==> config.mk <==
export PLATFORM = sky130hd
export DESIGN_NAME = umi_prio_scheduler_flat
export DESIGN_NICKNAME = d
export VERILOG_FILES = /design/src/rtl/umi_prio_scheduler_if.sv /design/src/rtl/umi_prio_scheduler.sv /design/src/flat_wrapper.sv
export SDC_FILE = /design/constraint.sdc
export NUM_CORES = 1
export LEC_CHECK = 0
export BUFFER_PORTS_ARGS = -buffer_cell sky130_fd_sc_hd__buf_2
export CORE_AREA = 2 2 313 315
export DETAILED_ROUTE_END_ITERATION = 16
export DIE_AREA = 0 0 315 317
export GPL_TIMING_DRIVEN = 1
export HOLD_SLACK_MARGIN = 0.03
export PLACE_DENSITY = 0.36
export SETUP_SLACK_MARGIN = 0.15
export SLEW_MARGIN = 20
export SYNTH_ARGS = -nofsm -noshare
export SYNTH_HDL_FRONTEND = slang
export SYNTH_SLANG_ARGS = --single-unit
==> constraint.sdc <==
create_clock -name clk -period 2.1 [get_ports clk]
set_clock_uncertainty 0.1 [all_clocks]
set_input_delay 0.105 -clock clk [delete_from_list [all_inputs] [get_ports clk]]
set_output_delay 0.105 -clock clk [all_outputs]
set_load 0.02 [all_outputs]
==> src/rtl/umi_prio_scheduler_if.sv <==
// UMI handshake bundle for the 2:1 response/request scheduler.
// slave = scheduler side, master = surrounding fabric (sources and sink).
interface umi_prio_scheduler_if #(
    parameter int UW = 256
);
    logic          umi_resp_in_valid;
    logic [UW-1:0] umi_resp_in_packet;
    logic          umi_resp_in_ready;
    logic          umi_req_in_valid;
    logic [UW-1:0] umi_req_in_packet;
    logic          umi_req_in_ready;
    logic          umi_out_valid;
    logic [UW-1:0] umi_out_packet;
    logic          umi_out_ready;

    modport slave (
        input  umi_resp_in_valid, umi_resp_in_packet,
        output umi_resp_in_ready,
        input  umi_req_in_valid, umi_req_in_packet,
        output umi_req_in_ready,
        output umi_out_valid, umi_out_packet,
        input  umi_out_ready
    );

    modport master (
        output umi_resp_in_valid, umi_resp_in_packet,
        input  umi_resp_in_ready,
        output umi_req_in_valid, umi_req_in_packet,
        input  umi_req_in_ready,
        input  umi_out_valid, umi_out_packet,
        output umi_out_ready
    );
endinterface

==> src/rtl/umi_prio_scheduler.sv <==
// 2:1 UMI scheduler: response stream (high priority) and request stream share one
// registered output slot; fixed priority with anti-starvation, or round-robin.
module umi_prio_scheduler #(
    parameter int UW = 256,
    parameter int CW = 8,
    parameter int SW = 16
) (
    input  logic                 clk,
    input  logic                 reset,
    input  logic                 cfg_mode,
    input  logic [CW-1:0]        cfg_starve_max,
    umi_prio_scheduler_if.slave  umi,
    output logic [SW-1:0]        stat_forced
);
    localparam logic GRANT_RESP = 1'b0;
    localparam logic GRANT_REQ  = 1'b1;

    logic          resp_valid;
    logic          req_valid;
    logic          space;
    logic          xfer;
    logic          contended;
    logic          starved;
    logic          grant;
    logic          last_grant;
    logic [CW-1:0] starve_cnt;
    logic          out_valid;
    logic [UW-1:0] out_packet;

    assign resp_valid = umi.umi_resp_in_valid;
    assign req_valid  = umi.umi_req_in_valid;

    always_comb begin
        space     = !out_valid || umi.umi_out_ready;
        xfer      = space && (resp_valid || req_valid);
        contended = resp_valid && req_valid;
        starved   = (cfg_starve_max != '0) && (starve_cnt >= cfg_starve_max);
        grant     = GRANT_RESP;
        if (contended) begin
            if (cfg_mode)
                grant = (last_grant == GRANT_REQ) ? GRANT_RESP : GRANT_REQ;
            else if (starved)
                grant = GRANT_REQ;
        end else if (req_valid) begin
            grant = GRANT_REQ;
        end
    end

    assign umi.umi_resp_in_ready = space && (grant == GRANT_RESP);
    assign umi.umi_req_in_ready  = space && (grant == GRANT_REQ);
    assign umi.umi_out_valid     = out_valid;
    assign umi.umi_out_packet    = out_packet;

    always_ff @(posedge clk) begin
        if (reset) begin
            out_valid   <= 1'b0;
            out_packet  <= '0;
            starve_cnt  <= '0;
            stat_forced <= '0;
            last_grant  <= GRANT_REQ;
        end else if (xfer) begin
            out_valid  <= 1'b1;
            out_packet <= (grant == GRANT_REQ) ? umi.umi_req_in_packet : umi.umi_resp_in_packet;
            last_grant <= grant;
            // Fairness history is kept in both modes so a mode switch stays fair.
            if (grant == GRANT_REQ)
                starve_cnt <= '0;
            else if (req_valid && (starve_cnt != '1))
                starve_cnt <= starve_cnt + 1'b1;
            // In mode 0 a contended REQ grant can only come from the starvation rule.
            if ((grant == GRANT_REQ) && contended && !cfg_mode && (stat_forced != '1))
                stat_forced <= stat_forced + 1'b1;
        end else if (umi.umi_out_ready) begin
            out_valid <= 1'b0;
        end
    end
endmodule
==> src/flat_wrapper.sv <==
// flat-port wrapper written by rule: the top's interface ports become plain ports
module umi_prio_scheduler_flat 
#(
    parameter int UW = 256,
    parameter int CW = 8,
    parameter int SW = 16
)
  (clk, reset, cfg_mode, cfg_starve_max, stat_forced, umi_umi_resp_in_valid, umi_umi_resp_in_packet, umi_umi_resp_in_ready, umi_umi_req_in_valid, umi_umi_req_in_packet, umi_umi_req_in_ready, umi_umi_out_valid, umi_umi_out_packet, umi_umi_out_ready);
  umi_prio_scheduler_if #(.UW(UW)) umi_i ();
  input  logic clk;
  input  logic reset;
  input  logic cfg_mode;
  input  logic [CW-1:0] cfg_starve_max;
  output logic [SW-1:0] stat_forced;
  input wire logic [$bits(umi_i.umi_resp_in_valid)-1:0] umi_umi_resp_in_valid;
  input wire logic [$bits(umi_i.umi_resp_in_packet)-1:0] umi_umi_resp_in_packet;
  output wire logic [$bits(umi_i.umi_resp_in_ready)-1:0] umi_umi_resp_in_ready;
  input wire logic [$bits(umi_i.umi_req_in_valid)-1:0] umi_umi_req_in_valid;
  input wire logic [$bits(umi_i.umi_req_in_packet)-1:0] umi_umi_req_in_packet;
  output wire logic [$bits(umi_i.umi_req_in_ready)-1:0] umi_umi_req_in_ready;
  output wire logic [$bits(umi_i.umi_out_valid)-1:0] umi_umi_out_valid;
  output wire logic [$bits(umi_i.umi_out_packet)-1:0] umi_umi_out_packet;
  input wire logic [$bits(umi_i.umi_out_ready)-1:0] umi_umi_out_ready;
  assign umi_i.umi_resp_in_valid = umi_umi_resp_in_valid;
  assign umi_i.umi_resp_in_packet = umi_umi_resp_in_packet;
  assign umi_umi_resp_in_ready = umi_i.umi_resp_in_ready;
  assign umi_i.umi_req_in_valid = umi_umi_req_in_valid;
  assign umi_i.umi_req_in_packet = umi_umi_req_in_packet;
  assign umi_umi_req_in_ready = umi_i.umi_req_in_ready;
  assign umi_umi_out_valid = umi_i.umi_out_valid;
  assign umi_umi_out_packet = umi_i.umi_out_packet;
  assign umi_i.umi_out_ready = umi_umi_out_ready;
  umi_prio_scheduler #(.UW(UW), .CW(CW), .SW(SW)) u_core (.clk(clk), .reset(reset), .cfg_mode(cfg_mode), .cfg_starve_max(cfg_starve_max), .umi(umi_i), .stat_forced(stat_forced));
endmodule
==> results.sh <==
export IMPL_syn_area_um2=12900
export IMPL_gp_congestion=0.814
export IMPL_synth_avg_cell_area_um2=9.74
export IMPL_ir_worst_vdd_v=0.000383
export IMPL_fp_dieH_um=317
export IMPL_die_w_um=315
export IMPL_slew_viol_final=0
export IMPL_synth_top_family_by_area="multiplexers"
export IMPL_leakagePower_nw=12.7
export IMPL_synth_edff_count=0
export IMPL_worst_slack_ns=-0.395
export IMPL_final_hold_viol_count=0
export IMPL_drt_wirelength_per_cell_um=16.1
export IMPL_start_util=0.134
export IMPL_synthFlopType="dfxtp_1"
export IMPL_netlist_instances=1327
export IMPL_tightest_slew_ns=0.523
export IMPL_grt_start_max_net_pins=81
export IMPL_drive_gt1_frac=0.432
export IMPL_first_pass_iters=5
export IMPL_finalNetCount=3245
export IMPL_path_max_fanout=2
export IMPL_postRouteAntennaNets=0
export IMPL_core_um2=96300
export IMPL_wl_mm=64.5
export IMPL_synth_nets=1863
export IMPL_syn_to_final_growth_pct=109
export IMPL_viasPerCell=3.88
export IMPL_cts_sinks=282
export IMPL_r2r_end="u_core.umi.umi_out_packet[77]$_SDFFE_PP0P_"
export IMPL_cts_made_buffers=36
export IMPL_register_area_um2=5670
export IMPL_r2r_cells=10
export IMPL_hold_end="u_core.last_grant$_SDFFE_PP1P_"
export IMPL_cts_root_buf="clkbuf_16"
export IMPL_first_global_vias=15657
export IMPL_max_slew_margin=0.651
export IMPL_place_ws_ns=-0.306
export IMPL_hold_start="cfg_mode"
export IMPL_dp_hpwl_mm=43.8
export IMPL_synth_distinct_cells=41
export IMPL_clock_fmax_mhz=401
export IMPL_portBuffers=800
export IMPL_synth_compound_area_frac=0.165
export IMPL_synthXorXnorAreaFrac=0.00813
export IMPL_grt_setup_unrepaired="true"
export IMPL_synthArstFlopShare=0
export IMPL_r2r_slack_ns=-0.39
export IMPL_clk_latency_ns=0.54
export IMPL_antenna_found_initial=2
export IMPL_hold_slack_ns=0.113
export IMPL_grt_overflow=0
export IMPL_tritoncts="done"
export IMPL_clk_pin_slew_ns=0.06
export IMPL_clockBufferDepth=3
export IMPL_drc=0
export IMPL_gr_usage_all_layers=0.113
export IMPL_die_area_um2=99900
export IMPL_multi_input_area_um2=7650
export IMPL_grt_pass1_wl_mm=87.9
export IMPL_min_path_type="input port to flop"
export IMPL_synthMuxAreaShare=0.201
export IMPL_end_kind="output port"
export IMPL_finalCritPeriodShare=1.19
export IMPL_worstPathRequired_ns=1.89
export IMPL_status="complete, but fails checks"
export IMPL_ys_seq_elements=282
export IMPL_violations="setup timing"
export IMPL_r2r_start="u_core.starve_cnt[2]$_SDFFE_PP0P_"
export IMPL_synth_seq_area_share=0.437
export IMPL_finalSetupViolations=278
export IMPL_path_class="flop to output port"
export IMPL_nFillCells=10014
export IMPL_first_iter_violations=514
export IMPL_io_pins=801
export IMPL_yosys_warnings=0
export IMPL_tns_ns=-69.63
export IMPL_powerDensity_nw_per_um2=625
export IMPL_cap_violations=0
export IMPL_hold_depth=6
export IMPL_fin_crit_ns=2.49
export IMPL_synth_adder_area_share=0.00968
export IMPL_critPathLaunchType="flop"
export IMPL_synth_simple_area_share=0.110
export IMPL_rows=114
export IMPL_num_vias=15553
export IMPL_h_tree_depth=2
export IMPL_worstPathArrival_ns=2.29
export IMPL_fin_util=0.281
cell usage after synthesis, types with 9 or more instances:
cell      instances  area (um^2)
a211oi_1        257         1930
a21oi_1           9         45.0
buf_12           23          460
clkbuf_1         90          338
dfxtp_1         282         5650
ha_1             10          125
inv_1            10         37.5
mux2i_1         256         2560
nand2_1          13         48.8
nor2_1          282         1060
xnor2_1          12          105
repair_timing:
action,4_1_cts,5_1_grt
pin swaps,6,74
cloned,2,10
hold buffers,517,0
setup endpoints to repair,280,282
buffers inserted,6,4
gates resized for setup,39,251
hold endpoints to repair,280,0
cell usage in the layout, fill, tap and decap left out, types with 21 or more instances in the layout:
cell,instances
a211oi_1,206
a211oi_2,51
mux2i_1,164
buf_12,21
dlygate4sd3_1,517
buf_2,797
buf_4,83
dfxtp_1,269
mux2i_2,42
clkbuf_16,45
nor2_1,280
mux2i_4,50
final cells by class:
cell class | instances | area share
Timing Repair Buffer | 1464 | 0.407
Multi-Input combinational cell | 915 | 0.283
Sequential cell | 282 | 0.210
Tap cell | 1276 | 0.0591
Clock buffer | 51 | 0.0380
Inverter | 10 | 0.00139
Clock inverter | 6 | 0.00111
Antenna cell | 2 | 0.000185
how the worst max path moves through the flow:
stage	start	to	slack (ns)
2_1_floorplan	u_core.starve_cnt[2]$_SDFFE_PP0P_	u_core.umi.umi_out_packet[0]$_SDFFE_PP0P_	-0.02
3_3_place_gp	cfg_starve_max[2]	u_core.umi.umi_out_packet[61]$_SDFFE_PP0P_	-0.31
3_5_place_dp	cfg_starve_max[2]	u_core.umi.umi_out_packet[61]$_SDFFE_PP0P_	-0.31
4_1_cts	u_core.starve_cnt[2]$_SDFFE_PP0P_	umi_umi_resp_in_ready	-0.46
5_1_grt	u_core.starve_cnt[5]$_SDFFE_PP0P_	umi_umi_resp_in_ready	-0.51
6_report	u_core.starve_cnt[5]$_SDFFE_PP0P_	umi_umi_resp_in_ready	-0.39
layer usage:
| layer | up-vias | global-route usage | wire length (um) |
|---|---|---|---|
| li1 | 7586 | - | - |
| met1 | 7245 | 0.121 | 24400 |
| met2 | 567 | 0.201 | 32600 |
| met3 | 155 | 0.0331 | 4520 |
| met4 | 0 | 0.0578 | 3020 |
| met5 | - | 0 | 0 |
sequential cells by signal, indices dropped and copies added, names as in the netlist:
register,cells
u_core.umi.umi_out_valid,1
u_core.stat_forced,16
u_core.last_grant,1
u_core.umi.umi_out_packet,256
u_core.starve_cnt,8
metrics by stage:
| stage | cells | area (um^2) | power (mW) |
|---|---|---|---|
| floorplan | 1327 | 13100 | 8.22 |
| global placement | 3408 | 19000 | 9.78 |
| detailed placement | 3408 | 19000 | 9.80 |
| CTS | 3990 | 25500 | 16.7 |
| global route | 4006 | 27000 | 17.7 |
| finish | 4006 | 27000 | 16.9 |
power by group:
group / switching (mW) / total, mW / internal (mW)
Sequential: 0.253 / 6.09 / 5.83
Combinational: 2.50 / 5.00 / 2.49
Clock: 2.45 / 5.82 / 3.37
cells by family after synthesis:
family	Yosys count
simple gates	347
compound gates	287
flops	282
mux	259
buf+inv	130
xor+xnor	12
fa+ha+maj	10
critical path, stage by stage (launching register included):
cell,delay (ns)
dfxtp_4,0.35
ha_4,0.25
and4_1,0.21
o21ai_2,0.08
o211ai_4,0.22
nand3_4,0.12
buf_12,0.15
buf_8,0.11
and2_4,0.12
buf_6,0.12
Power figures use the tool's default switching activity.
